==> src/rtl/ppu_sprite_eval.sv <==
`timescale 1ns/10ps
`default_nettype none
// ppu_sprite_eval: per-scanline sprite evaluation that fills a 32-byte secondary OAM
// from the 64-entry primary OAM, including the diagonal-scan overflow quirk. Rev 1.0
module ppu_sprite_eval (
   input  logic       clk,
   input  logic       rst,
   input  logic [8:0] scanline_i,
   input  logic [8:0] dot_i,
   input  logic       rendering_en_i,
   input  logic       sprite_16_i,
   output logic [7:0] oam_addr_o,
   output logic       oam_req_o,
   input  logic [7:0] oam_data_i,
   input  logic [4:0] sec_addr_i,
   output logic [7:0] sec_data_o,
   output logic [3:0] sprite_count_o,
   output logic       sprite0_o,
   output logic       overflow_o
);

   typedef enum logic [2:0] {
      S_IDLE      = 3'd0,
      S_CLEAR     = 3'd1,
      S_EVAL_Y    = 3'd2,
      S_EVAL_COPY = 3'd3,
      S_EVAL_OVF  = 3'd4,
      S_DONE      = 3'd5
   } state_t;

   state_t     r_state, w_state_nx;
   logic [5:0] r_n, w_n_nx;
   logic [1:0] r_m, w_m_nx;
   logic [3:0] r_cnt, w_cnt_nx;
   logic       r_sp0, w_sp0_nx;
   logic [7:0] r_byte;
   logic [7:0] r_sec [32];

   logic       w_we;
   logic [4:0] w_wa;
   logic [7:0] w_wd;
   logic       w_ovf_set;
   logic       w_active;
   logic       w_even;
   logic [8:0] w_diff;
   logic       w_in_range;
   logic [4:0] w_clr_idx;
   logic       w_eval_nx;
   logic       w_work_nx;

   assign w_active   = rendering_en_i && (scanline_i <= 9'd239);
   assign w_even     = ~dot_i[0];
   assign w_diff     = {1'b0, scanline_i[7:0]} - {1'b0, r_byte};
   assign w_in_range = ~w_diff[8] && (w_diff < (sprite_16_i ? 9'd16 : 9'd8));
   // Dot 2k clears byte k-1; dot 64 wraps dot_i[5:1] to 0, giving index 31.
   assign w_clr_idx  = dot_i[5:1] - 5'd1;
   assign sec_data_o = r_sec[sec_addr_i];

   always_ff @(posedge clk or posedge rst) begin
      if (rst) r_state <= S_IDLE;
      else     r_state <= w_state_nx;
   end

   always_comb begin
      w_state_nx = r_state;
      w_n_nx     = r_n;
      w_m_nx     = r_m;
      w_cnt_nx   = r_cnt;
      w_sp0_nx   = r_sp0;
      w_we       = 1'b0;
      w_wa       = 5'd0;
      w_wd       = 8'hFF;
      w_ovf_set  = 1'b0;
      if (w_even) begin
         case (r_state)
            S_CLEAR: begin
               w_we = 1'b1;
               w_wa = w_clr_idx;
               if (dot_i == 9'd64) begin
                  w_cnt_nx   = 4'd0;
                  w_n_nx     = 6'd0;
                  w_m_nx     = 2'd0;
                  w_sp0_nx   = 1'b0;
                  w_state_nx = S_EVAL_Y;
               end
            end
            S_EVAL_Y: begin
               w_we = 1'b1;
               w_wa = {r_cnt[2:0], 2'b00};
               w_wd = r_byte;
               if (w_in_range) begin
                  w_m_nx     = 2'd1;
                  w_state_nx = S_EVAL_COPY;
                  if (r_n == 6'd0) w_sp0_nx = 1'b1;
               end else begin
                  w_n_nx = r_n + 6'd1;
                  if (r_n == 6'd63) w_state_nx = S_DONE;
               end
            end
            S_EVAL_COPY: begin
               w_we = 1'b1;
               w_wa = {r_cnt[2:0], r_m};
               w_wd = r_byte;
               if (r_m == 2'd3) begin
                  w_cnt_nx = r_cnt + 4'd1;
                  w_n_nx   = r_n + 6'd1;
                  w_m_nx   = 2'd0;
                  if (r_n == 6'd63)      w_state_nx = S_DONE;
                  else if (r_cnt == 4'd7) w_state_nx = S_EVAL_OVF;
                  else                   w_state_nx = S_EVAL_Y;
               end else begin
                  w_m_nx = r_m + 2'd1;
               end
            end
            S_EVAL_OVF: begin
               if (w_in_range) begin
                  w_ovf_set  = 1'b1;
                  w_state_nx = S_DONE;
               end else begin
                  // Both n and m advance: the hardware's diagonal walk through OAM.
                  w_n_nx = r_n + 6'd1;
                  w_m_nx = r_m + 2'd1;
                  if (r_n == 6'd63) w_state_nx = S_DONE;
               end
            end
            default: ;
         endcase
      end
      if (dot_i == 9'd256 && r_state != S_IDLE) w_state_nx = S_DONE;
      if (dot_i == 9'd0)                         w_state_nx = S_CLEAR;
      if (!w_active)                             w_state_nx = S_IDLE;
   end

   assign w_eval_nx = (w_state_nx == S_EVAL_Y) || (w_state_nx == S_EVAL_COPY) ||
                      (w_state_nx == S_EVAL_OVF);
   assign w_work_nx = w_eval_nx || (w_state_nx == S_CLEAR);

   always_ff @(posedge clk or posedge rst) begin
      if (rst) begin
         r_n            <= 6'd0;
         r_m            <= 2'd0;
         r_cnt          <= 4'd0;
         r_sp0          <= 1'b0;
         r_byte         <= 8'd0;
         oam_addr_o     <= 8'd0;
         oam_req_o      <= 1'b0;
         sprite_count_o <= 4'd0;
         sprite0_o      <= 1'b0;
         overflow_o     <= 1'b0;
         for (int i = 0; i < 32; i++) r_sec[i] <= 8'hFF;
      end else begin
         r_n        <= w_n_nx;
         r_m        <= w_m_nx;
         r_cnt      <= w_cnt_nx;
         r_sp0      <= w_sp0_nx;
         oam_req_o  <= w_work_nx;
         oam_addr_o <= w_eval_nx ? {w_n_nx, w_m_nx} : 8'd0;
         if (dot_i[0]) r_byte <= oam_data_i;
         if (w_we)     r_sec[w_wa] <= w_wd;
         if (dot_i == 9'd256 && r_state != S_IDLE && w_active) begin
            sprite_count_o <= w_cnt_nx;
            sprite0_o      <= w_sp0_nx;
         end
         if (scanline_i == 9'd261 && dot_i == 9'd1) overflow_o <= 1'b0;
         else if (w_ovf_set)                         overflow_o <= 1'b1;
      end
   end

endmodule
`default_nettype wire

==> config.mk <==
export PLATFORM = sky130hd
export DESIGN_NAME = ppu_sprite_eval
export DESIGN_NICKNAME = d
export VERILOG_FILES = /design/src/rtl/ppu_sprite_eval.sv
export SDC_FILE = /design/constraint.sdc
export NUM_CORES = 1
export LEC_CHECK = 0
export CORE_MARGIN = 2
export CORE_UTILIZATION = 35
export CTS_CLUSTER_SIZE = 30
export DETAILED_ROUTE_END_ITERATION = 8
export REMOVE_ABC_BUFFERS = 1
export SLEW_MARGIN = 20
export SYNTH_ARGS = -nofsm -noshare
export SYNTH_HDL_FRONTEND = slang
export SYNTH_SLANG_ARGS = --single-unit
==> constraint.sdc <==
create_clock -name clk -period 13.5 [get_ports clk]
set_input_delay 2.7 -clock clk [delete_from_list [all_inputs] [get_ports clk]]
set_output_delay 2.7 -clock clk [all_outputs]
set_load 0.01 [all_outputs]
==> summary.md <==
| Metric | Value |
|---|---|
| DR iter-0 viols | `755` |
| Post-route DRC | `0` |
| Count of non-filler cells in the finished layout | `1,790` |
| Worst path bufs/invs | `3` |
| Worst r2r src | `r_byte[2]$_DFFE_PP0P_` |
| GR Util All Layers | `17.6%` |
| Clock buffer depth | `3` |
| Total CTS buffers | `30` |
| Congestion Overflow GR | `0` |
| Avg Synthesized Cell Area | `11.9 sq um` |
| Commonest cells after routing, fill and taps aside | `dfstp_2 (256), nand2_1 (146), o21ai_0 (119)` |
| Ys Warns | `0` |
| CP required | `10.80 ns` |
| Starting Density | `35.4%` |
| Via Count | `9,698` |
| Max cap viols | `0` |
| Worst skew pair latency | `0.60 ns` |
| Most common cell after layout, fill and taps aside | `dfstp_2` |
| Hold slack | `0.479 ns` |
| Vias per Instance | `5.42` |
| Vias in the first global route | `9,855` |
| Core area | `40,700 sq um` |
| Post-synth top flop | `dfstp_2` |
| Post-synthesis sequential area ratio | `53.4%` |
| Cells after synthesis | `1,211` |
| Antenna-violating nets left | `0` |
| Crit path max-delay family | `buffers and inverters` |
| Hold-fix buffers, CTS | `0` |
| Tcrit/Tclk final | `62.8%` |
| ANT cells | `0` |
| First-pass DRT Iterations | `5` |
| Worst Path Max Fanout | `38` |
| Yosys cell types | `67` |
| Post-synth EDFFs | `0` |
| Synth-to-Final Area Change | `14.0%` |
| First-pass GRT wire length | `59,200 um` |
| Least-Margin Pin Slew | `1.02 ns` |
| Largest net degree at the start of global routing | `138` |
| Maximum vdd ir drop | `0.0000871 V` |
| CTS tree | `done` |
| Startpoint types | `primary input` |
| Cts repair resizes | `0` |
| Pwr dens | `111 nW/um^2` |
| HP Class | `reg -> reg` |
| Crit path launch | `sec_addr_i[0]` |
| DP HPWL | `24,500 um` |
| Final Skew | `0.0332 ns` |
| Setup tns final | `0 ns` |
| Worst setup EP type | `output pin` |
| Crit path to | `sec_data_o[1]` |
| Root Driver | `clkbuf_16` |
| GP Congestion | `0.825` |
| WS Path Type | `in -> out` |
| Levels on crit path | `6` |
| CP Cell Sequence | `buf_4, buf_4, mux4_2, mux4_2, mux2_2, clkdlybuf4s50_1` |
| FF-to-FF End | `oam_addr_o[0]$_DFF_PP0_` |
| Slew headroom | `32.3%` |
| Setup violators final | `0` |
| Io pins | `58` |
| Clock transition at path regs | `0.06 ns` |
| Leakage Power | `6.23 nW` |
| Num rows | `74` |
| Mapped cell area | `14,400 sq um` |
| Wirelength per Cell | `20.9 um` |
| Final hold violations | `0` |
| R2R depth | `19` |
| Nets | `1,286` |
| RSZ-0062 raised after global routing | `false` |
| Die height | `207 um` |
| Initial antenna violation count | `0` |
| Fraction of registers with async set or reset after synthesis | `100%` |
| Fraction of final layout cells with drive strength greater than 1 | `43.3%` |
| # port buffers | `57` |
| Cells after DPL | `1,737` |
| CTS sink count | `295` |
| Die area | `42,900 sq um` |
| Seq cells post-synth | `295` |
| Period minus WS final | `8.48 ns` |
| Routed WL | `37,400 um` |
| R2r setup slk | `9.63 ns` |
| FMAX | `118 MHz` |
| # H-tree levels | `1` |
| Fin. max-slew vios | `0` |
| Worst endpoint data arrival time | `5.78 ns` |
| Largest incremental delay on the critical path | `0.69 ns` |
| Postcts setup bufs | `0` |
| Status | `finished clean` |
| Slowest-stage cell, CP | `buf_4` |
| Die W | `207 um` |
registers in the layout, summed over array words and instances (netlist names), 2 cells and up:
signal	cells
r_state	3
r_m	2
r_byte	8
r_cnt	4
r_sec	256
oam_addr_o	8
sprite_count_o	4
r_n	6
power by group:
part | switching (W) | leakage (nW) | total (W) | internal (W)
Sequential | 0.00000486 | 3.16 | 0.000904 | 0.000899
Combinational | 0.0000576 | 2.58 | 0.0000969 | 0.0000393
Clock | 0.000356 | 0.483 | 0.000820 | 0.000464
worst min path at each step:
stage | from | endpoint | slack [ns] | depth (start not counted)
floorplan | r_sec[104]$_DFFE_PP1P_ | r_sec[104]$_DFFE_PP1P_ | 0.46 | 2
global placement | r_sec[67]$_DFFE_PP1P_ | r_sec[67]$_DFFE_PP1P_ | 0.46 | 2
detailed placement | r_sec[27]$_DFFE_PP1P_ | r_sec[27]$_DFFE_PP1P_ | 0.47 | 2
CTS | r_sec[27]$_DFFE_PP1P_ | r_sec[27]$_DFFE_PP1P_ | 0.48 | 2
global route | r_sec[106]$_DFFE_PP1P_ | r_sec[106]$_DFFE_PP1P_ | 0.49 | 2
finish | r_sec[106]$_DFFE_PP1P_ | r_sec[106]$_DFFE_PP1P_ | 0.48 | 2
metrics by stage:
| step | instance area (sq um) | setup slack [ns] | util, % | total power [W] |
|---|---|---|---|---|
| 3_3_place_gp | 15500 | 4.97 | 38.0 | 0.00101 |
| 6_report | 16500 | 5.02 | 40.4 | 0.00182 |
| 2_1_floorplan | 14100 | 3.08 | - | 0.000969 |
| 4_1_cts | 16500 | 4.93 | 40.4 | 0.00184 |
| 5_1_grt | 16500 | 4.78 | 40.4 | 0.00188 |
| 3_5_place_dp | 15500 | 4.93 | 38.0 | 0.00101 |
area by class of cell:
cell class / instances / area [sq um]
fillers: 3868 / 24300
flip-flops and latches: 295 / 7700
multi-input cells: 817 / 6340
clock buffers: 46 / 912
repair buffers: 75 / 697
well taps: 532 / 666
inverters: 18 / 75.1
clock inverters: 7 / 60.1
tightest hold or removal path: stages (launching register included):
cell	delay [ns]
dfstp_2	0.37
nand2_1	0.04
o21ai_0	0.06
Yosys cell counts, drive strengths merged (5+ instances only):
master  instances  share of area (%)
mux4           80                 12
buf            31               0.94
clkbuf         50                1.3
nand2         146                3.8
nor2          117                3.3
o21ai         119                4.1
nor2b          10               0.49
and2            8               0.35
nor3            8               0.42
a21o            5               0.26
dfstp         256                 47
mux2          111                8.7
nand3          32                1.2
dfrtp          39                6.8
inv            18               0.47
a22oi           5               0.26
a21oi          83                3.0
ha             14                1.2
o22ai           6               0.30
cells by family (layout without fill, tap and decap cells):
| logic type | after synthesis | in the layout | synth area share, % |
|---|---|---|---|
| multiplexers | 192 | 192 | 21.2 |
| AO/OA/AOI/OAI | 251 | 251 | 9.85 |
| flip-flops | 295 | 295 | 53.4 |
| adder cells (fa/ha/maj) | 14 | 14 | 1.21 |
| AND/OR/NAND/NOR | 356 | 356 | 11.4 |
| buffers and inverters | 99 | 146 | 2.70 |
| XOR/XNOR | 4 | 4 | 0.243 |
metal layers:
metal | GRT usage [%] | vias to the layer above | wire length [um]
li1 | - | 4410 | -
met1 | 26.1 | 4983 | 17800
met2 | 26.7 | 242 | 16900
met3 | 2.94 | 63 | 1810
met4 | 4.31 | 0 | 837
met5 | 0.556 | - | 0
Note: power is estimated with default switching activity, not from simulation.
